### src/rtl/act_pkg.sv
// Shared types and helpers for the activation pipeline.
// Mode encodings and the zero-lane popcount used by the ACT_STATS_EN counter.
package act_pkg;

    localparam logic [1:0] MODE_BYPASS = 2'd0;
    localparam logic [1:0] MODE_RELU   = 2'd1;
    localparam logic [1:0] MODE_LEAKY  = 2'd2;
    localparam logic [1:0] MODE_CLIP   = 2'd3;

    typedef enum logic [1:0] {
        ACT_BYPASS = MODE_BYPASS,
        ACT_RELU   = MODE_RELU,
        ACT_LEAKY  = MODE_LEAKY,
        ACT_CLIP   = MODE_CLIP
    } act_mode_t;

    // Flags are zero-extended per-lane "lane == 0" bits; at most 32 lanes.
    function automatic logic [5:0] popcount_zero(input logic [31:0] zero_flags);
        logic [5:0] cnt;
        cnt = '0;
        for (int i = 0; i < 32; i++) begin
            cnt = cnt + 6'(zero_flags[i]);
        end
        return cnt;
    endfunction

endpackage

### src/rtl/act_lane.sv
// Single-lane combinational activation function.
// Every mode result fits in WDP bits, so no saturation is required.
module act_lane
    import act_pkg::*;
#(
    parameter int unsigned WDP        = 9,
    parameter int unsigned LEAK_SHIFT = 3
) (
    input  logic signed [WDP-1:0] x_i,
    input  act_mode_t             mode_i,
    input  logic signed [WDP-1:0] clip_i,
    output logic signed [WDP-1:0] y_o
);

    logic signed [WDP-1:0] clip_pos;

    always_comb begin
        clip_pos = clip_i[WDP-1] ? '0 : clip_i;
        y_o      = x_i;
        unique case (mode_i)
            ACT_BYPASS: y_o = x_i;
            ACT_RELU:   y_o = x_i[WDP-1] ? '0 : x_i;
            // Arithmetic shift floors toward minus infinity: -1 stays -1.
            ACT_LEAKY:  y_o = x_i[WDP-1] ? (x_i >>> LEAK_SHIFT) : x_i;
            ACT_CLIP: begin
                if (x_i[WDP-1]) begin
                    y_o = '0;
                end else if (x_i > clip_pos) begin
                    y_o = clip_pos;
                end else begin
                    y_o = x_i;
                end
            end
            default:    y_o = x_i;
        endcase
    end

endmodule

### src/rtl/act_pipe.sv
// Two-stage, CH-lane activation pipeline with valid/ready backpressure.
// Define ACT_STATS_EN to add the stat_clr / zero_cnt zero-lane counter.
module act_pipe
    import act_pkg::*;
#(
    parameter int unsigned CH         = 6,
    parameter int unsigned WDP        = 9,
    parameter int unsigned LEAK_SHIFT = 3
) (
    input  logic                clk,
    input  logic                rstn,
    input  logic [1:0]          mode_i,
    input  logic [WDP-1:0]      clip_i,
    input  logic                in_valid,
    output logic                in_ready,
    input  logic [WDP*CH-1:0]   data_i,
    output logic                out_valid,
    input  logic                out_ready,
    output logic [WDP*CH-1:0]   q
`ifdef ACT_STATS_EN
    ,
    input  logic                stat_clr,
    output logic [31:0]         zero_cnt
`endif
);

    logic              v1_q, v2_q;
    logic [WDP*CH-1:0] d1_q, q2_q;
    act_mode_t         mode1_q;
    logic [WDP-1:0]    clip1_q;
    logic [WDP*CH-1:0] act_y;
    logic              en1, en2;

    always_comb begin
        en2      = !v2_q || out_ready;
        en1      = !v1_q || en2;
        in_ready = en1;
    end

    assign out_valid = v2_q;
    assign q         = q2_q;

    always_ff @(posedge clk or negedge rstn) begin
        if (!rstn) begin
            v1_q    <= 1'b0;
            d1_q    <= '0;
            mode1_q <= ACT_BYPASS;
            clip1_q <= '0;
        end else if (en1) begin
            v1_q <= in_valid;
            if (in_valid) begin
                d1_q    <= data_i;
                mode1_q <= act_mode_t'(mode_i);
                clip1_q <= clip_i;
            end
        end
    end

    for (genvar i = 0; i < CH; i++) begin : g_lane
        act_lane #(
            .WDP        (WDP),
            .LEAK_SHIFT (LEAK_SHIFT)
        ) u_lane (
            .x_i    (d1_q[WDP*CH-1-i*WDP -: WDP]),
            .mode_i (mode1_q),
            .clip_i (clip1_q),
            .y_o    (act_y[WDP*CH-1-i*WDP -: WDP])
        );
    end

    // S2 only reloads on a real beat so q stays put through bubbles and stalls.
    always_ff @(posedge clk or negedge rstn) begin
        if (!rstn) begin
            v2_q <= 1'b0;
            q2_q <= '0;
        end else if (en2) begin
            v2_q <= v1_q;
            if (v1_q) begin
                q2_q <= act_y;
            end
        end
    end

`ifdef ACT_STATS_EN
    logic [CH-1:0] lane_zero;
    logic [31:0]   zero_flags;
    logic [32:0]   zero_sum;
    logic [31:0]   zero_cnt_d, zero_cnt_q;

    for (genvar i = 0; i < CH; i++) begin : g_zero
        assign lane_zero[i] = (q2_q[WDP*CH-1-i*WDP -: WDP] == '0);
    end

    always_comb begin
        zero_flags = 32'(lane_zero);
        zero_sum   = {1'b0, zero_cnt_q} + {27'd0, popcount_zero(zero_flags)};
        zero_cnt_d = zero_cnt_q;
        if (stat_clr) begin
            zero_cnt_d = '0;
        end else if (v2_q && out_ready) begin
            zero_cnt_d = zero_sum[32] ? '1 : zero_sum[31:0];
        end
    end

    always_ff @(posedge clk or negedge rstn) begin
        if (!rstn) begin
            zero_cnt_q <= '0;
        end else begin
            zero_cnt_q <= zero_cnt_d;
        end
    end

    assign zero_cnt = zero_cnt_q;
`endif

endmodule
### config.mk
export PLATFORM = sky130hd
export DESIGN_NAME = act_pipe
export DESIGN_NICKNAME = d
export VERILOG_FILES = /design/src/rtl/act_pkg.sv /design/src/rtl/act_lane.sv /design/src/rtl/act_pipe.sv
export SDC_FILE = /design/constraint.sdc
export NUM_CORES = 1
export LEC_CHECK = 0
export ABC_CLOCK_PERIOD_IN_PS = 2700
export CAP_MARGIN = 20
export CORE_UTILIZATION = 51
export DETAILED_ROUTE_END_ITERATION = 8
export GPL_ROUTABILITY_DRIVEN = 0
export GPL_TIMING_DRIVEN = 0
export PLACE_DENSITY = 0.9
export SLEW_MARGIN = 5
export SYNTH_ARGS = -nofsm -noshare
export SYNTH_HDL_FRONTEND = slang
export SYNTH_HIERARCHICAL = 1
export SYNTH_SLANG_ARGS = --single-unit
### constraint.sdc
create_clock -name clk -period 2.7 [get_ports clk]
set_clock_uncertainty 0.05 [all_clocks]
set_input_delay 0.54 -clock clk [delete_from_list [all_inputs] [get_ports clk]]
set_output_delay 0.54 -clock clk [all_outputs]
set_load 0.01 [all_outputs]
After elaboration in Yosys (flattened, before gate mapping). Cells that the tools add are included.

Order comparisons: 6. Equal/unequal tests: 3. Mux-type cells: 31. Reductions and logical operators: 7.

Operators by type and width (count): $pmux W9 S4 (6); $mux W9 (18); $mux W8 (7); $gt A9 B9 Y1 (6); $eq A2 B2 Y1 const B (2); $reduce_and A2 Y1 (2); $eq A2 B1 Y1 const B (1); $logic_not A1 Y1 (2); $logic_not A2 Y1 (1); $logic_or A1 B1 Y1 (2).

Register bits: 121. Output and inout bits: 56. Word-level logic and storage cells: 53.

Depth between registers and ports, before layout.
Word-level depth: 5. Depth in mapped cells: 9. Gate-level depth less buffers: 8.

Modules after synthesis. Netlist, hierarchy kept.

Modules (own cells, without submodules): act_pipe (instances 1, cells each 258, area each 4785.8 sq um, seq. area each 3027.9 sq um); act_lane (instances 6, cells each 114, area each 676.9 sq um, seq. area each 0.0 sq um).

Worst setup path after synthesis. OpenSTA, ideal clock, no wires.

Kind: register to register. From: register clip1_q[8]. To: register q2_q[21], in the netlist q[21]. Setup time: 0.125 ns. Arrival: 2.532 ns. Data required time: 2.525 ns. Path slack: -0.007 ns. Stages on the path, launching flop included: 10. Path buffers: 1. Clock period less this slack: 2.707 ns. Path through: dfrtp_1 -> nand2b_1 -> ha_1 -> nand4_1 -> o221a_1 -> a2111o_1 -> buf_6 -> nand2_1 -> a21oi_2 -> mux2_2.

Cells in the longest elaborated chain, start to end: 5.

Ends and longest elaborated chain: from (decl) (line act_pipe.sv:30) `logic [WDP-1:0] clip1_q;`; from (signal assigned) (line act_pipe.sv:54) `clip1_q <= clip_i;`; $mux W8 (*) (line act_lane.sv:18) `clip_pos = clip_i[WDP-1] ? '0 : clip_i;`; $gt A9 B9 Y1 (line act_lane.sv:28) `end else if (x_i > clip_pos) begin`; $mux W9 (*) (line act_lane.sv:28); $mux W9 (*) (line act_lane.sv:26) `if (x_i[WDP-1]) begin`; $pmux W9 S4 (*) (line act_lane.sv:20) `unique case (mode_i)`; named net act_y[21] (line act_pipe.sv:31) `logic [WDP*CH-1:0] act_y;`; to (signal assigned) (line act_pipe.sv:79) `q2_q <= act_y;`; to (decl) (line act_pipe.sv:28) `logic [WDP*CH-1:0] d1_q, q2_q;`.

Mark *: on every way through the listed nets, which the timed path passes. The rest lies on a longest branch. A chain may end at the register's enable or synchronous reset.

Worst setup path in the final report.
From: register clip1_q[8]. To: register q2_q[12], in the netlist q[12].

The elaborated chain is that of the path after synthesis.

==> impl_results.md <==
- Status: complete, but fails checks
- Failing checks: negative setup slack
- Via count: 8625
- Maximum clock path buffer count: 2
- DR top layer: met4
- Starting Density: around 53%
- Ranking of synthesized cells by area: dfrtp_1 34%, mux2_2 8.8%, mux2_4 8.5%
- Reg2Reg Setup Slack: -0.28 ns
- Vias in the first global route: 8228
- Sequential area share after synthesis: between 30 and 40%
- Skew-Pair Late Insertion Delay: 0.43 ns
- Antenna violations before repair: 0
- Hold Vio Cnt, Final: 0
- DR WL met3: 2380 um
- Peak VDD IR: about 0.7 mV
- Synth Cell Area: 8850 um^2
- Async SR Flop Fraction: 100%
- Layout Cells excl Fill: 1367
- Share of layout cells above drive strength 1: around 31%
- Min Hold Slack: between 0.015 and 0.02 ns
- DRC violations left: 0
- Ant. Diodes: 0
- WP data required: 3.03 ns
- Top cell type's share of synthesized area: 34.2%
- DR WL met2: 13500 um
- HPWL after DPL: 16100 um
- Clock Pin Slew Worst Setup and Hold Paths: 0.06 ns
- Fmax: 335 MHz
- Total of flip-flops plus latches after synthesis: about 120
- CTS tree: done
- Period Utilization, post-route: 110%
- CTS Buf Count: 17
- Worst path top cell family by delay: compound AO/OA/AOI/OAI gates
- Grt total ovfl: 0
- Worst R2R End: q[12]
- Worst Setup SP: clip1_q[8]
- Fin worst setup slack: -0.283 ns
- Rows: 47
- Core box area: 16800 um^2
- Xor/xnor cell area share of the yosys netlist: 0%
- Met1 WL: 11100 um
- Syn avg cell area: 9.39 um^2
- Synth top cells by count: 138 x a21oi_1, 121 x dfrtp_1, 90 x nand2_1, 69 x mux2_2, 69 x nand2b_1
- Total clock sinks: ~120
- Post-synth EDFFs: 0
- Nets: around 1300
- Cell area after layout: 12500 um^2
- Adder-cell share of the synthesized area: 6.79%
- Main flop type after synthesis: dfrtp_1
- Cell with the most instances after synthesis: a21oi_1
- Unrepaired setup endpoints after global routing: yes
- Area grow syn2layout: 40.9%
- Relative slew slack: around 44%
- Port bufs: 124
- DIE HEIGHT: 134 um
- Full die area: 17900 um^2
- Top Ports: 125
- Critical path startpoint category: flip-flop
- Post-route minimum period: 2.98 ns
- Vias/cell: 6.31
- Max-capacitance violation count: 0
- FF-to-FF path depth: 11
- GR Util All Layers: 30.9%
- Max-slew violations: 0
- Yosys warnings: 6
- Max Fanout on Critical Path: 7
- First-pass GRT wire length: between 40000 and 50000 um
- PwrDens: 828 nW/um^2
- Post-synth top area cell: dfrtp_1
- Critical Path Max Stage Delay: 0.54 ns
- Synth cell types: 29
- HP Class: input pin to asynchronous set/reset pin
- LEAKAGE: 5.43 nW
- Placed Cells: 1288
- Worst R2R Start: clip1_q[8]
- Finish-stage setup viols: 48
- Post-synthesis mux area share: 17.9%
- Slowest cell on crit path: a2111o_1
- Synth Area in Compound Gates: 22.3%
- Crit path DAT: 3.31 ns
- Fin util: 74.4%
- Post-Synthesis Cells: 942
- Post-DR wirelength/cell: 20.7 um
- Worst path buffer plus inverter count: 3
- Synth Area in Simple Gates: 12.9%
- Placement Setup Slack: -0.277 ns
- Worst-margin pin slew: approximately 0.84 ns
- Pre-antenna DRT Iters: 5
- Combinational family with the most area after synthesis: compound AO/OA/AOI/OAI gates
- CP Capture Type: flip-flop
- Final WL: 28300 um
- Critical Path, Cell by Cell: buf_12, buf_8, nand2b_1, ha_4, a21o_1, a211oi_2, a2111o_1, buf_6, o21a_1, a21oi_2, mux2_4
- Placed Area: 10400 um^2
- Number of DRC markers in iteration 0: between 1000 and 1500
- Post-route ant nets: 0
- Net Count, Synth: between 1000 and 1500
- Critical path class: flip-flop to flip-flop
- Largest net degree at the start of global routing: 65
- Die Span X: 134 um
- H-tree depth: 4
- Root Buffer: clkbuf_16
## routing by layer
metal	GRT usage [%]	vias to the layer above
met5	0	-
met4	17.0	0
met3	5.78	129
met2	50.2	586
met1	38.7	4112
li1	-	3798
## sequential cells by signal (all words and copies together) (netlist names)
name       count
v1_q           1
out_valid      1
d1_q          54
clip1_q        9
mode1_q        2
q             54
## stage by stage
step	power [mW]	TNS, ns
after floorplan	5.14	0
after global routing	10.8	-12.16
after detailed placement	6.59	-10.96
final	10.3	-10.26
after CTS	9.84	-4.67
after global placement	6.43	-442.04
## worst reg2reg max path, cell delays in order, from the launching register on
cell and delay [ns]:
dfrtp_4 0.51, buf_12 0.15, buf_8 0.14, nand2b_1 0.21, ha_4 0.34, a21o_1 0.20
a211oi_2 0.10, a2111o_1 0.54, buf_6 0.19, o21a_1 0.18, a21oi_2 0.17, mux2_4 0.17
## cell type report
| class | instances | area, um^2 |
|---|---|---|
| buffer | 48 | 359 |
| clock buffer | 21 | 470 |
| clock inverter | 11 | 193 |
| fill | 1039 | 4290 |
| inverter | 42 | 158 |
| multi-input combinational | 731 | 6170 |
| sequential | 121 | 3040 |
| tap | 220 | 275 |
| timing repair buffer | 173 | 1800 |
## worst max path at each step
stage / cells past startpoint / to
finish: 11 / q[12]
global route: 10 / q[7]
CTS: 10 / q[51]
detailed placement: 9 / q[48]
global placement: 1 / clip1_q[8]
floorplan: 9 / q[21]
## report_power, final
part,internal [mW],switching (mW)
sequential,2.28,0.602
clock,1.71,0.872
combinational,2.65,2.20
total,6.64,3.68
## cells by family (layout without fill, tap and decap cells)
group,count (synthesis),after routing
AO/OA/AOI/OAI,318,318
flip-flops,121,121
buffers and inverters,90,295
multiplexers,125,125
AND/OR/NAND/NOR,240,240
adder cells (fa/ha/maj),48,48
## cells in the final DEF (no fill, tap or decap), types with 7 or more instances in the layout
cell / n
a2bb2oi_2: 7
mux2_4: 66
nand4_1: 12
nand2b_4: 27
nand2_1: 68
nand2_2: 19
clkbuf_16: 17
ha_4: 29
ha_1: 19
o21a_1: 30
clkbuf_1: 31
buf_6: 25
buf_12: 7
o21ai_0: 54
dfrtp_1: 117
a21oi_2: 33
inv_1: 42
clkdlybuf4s50_1: 123
a2bb2oi_1: 10
buf_4: 28
mux2_2: 53
o22ai_1: 30
nand2b_1: 38
a21oi_1: 123
nor2_1: 59
## what timing repair did
action                                  CTS  global route
pin swaps                                46            37
cloned                                    9             0
hold buffers                              0             0
buffers inserted                         28             9
resized for setup                       105            60
endpoints found under the setup margin   48            48
(Power assumes the default switching activity.)
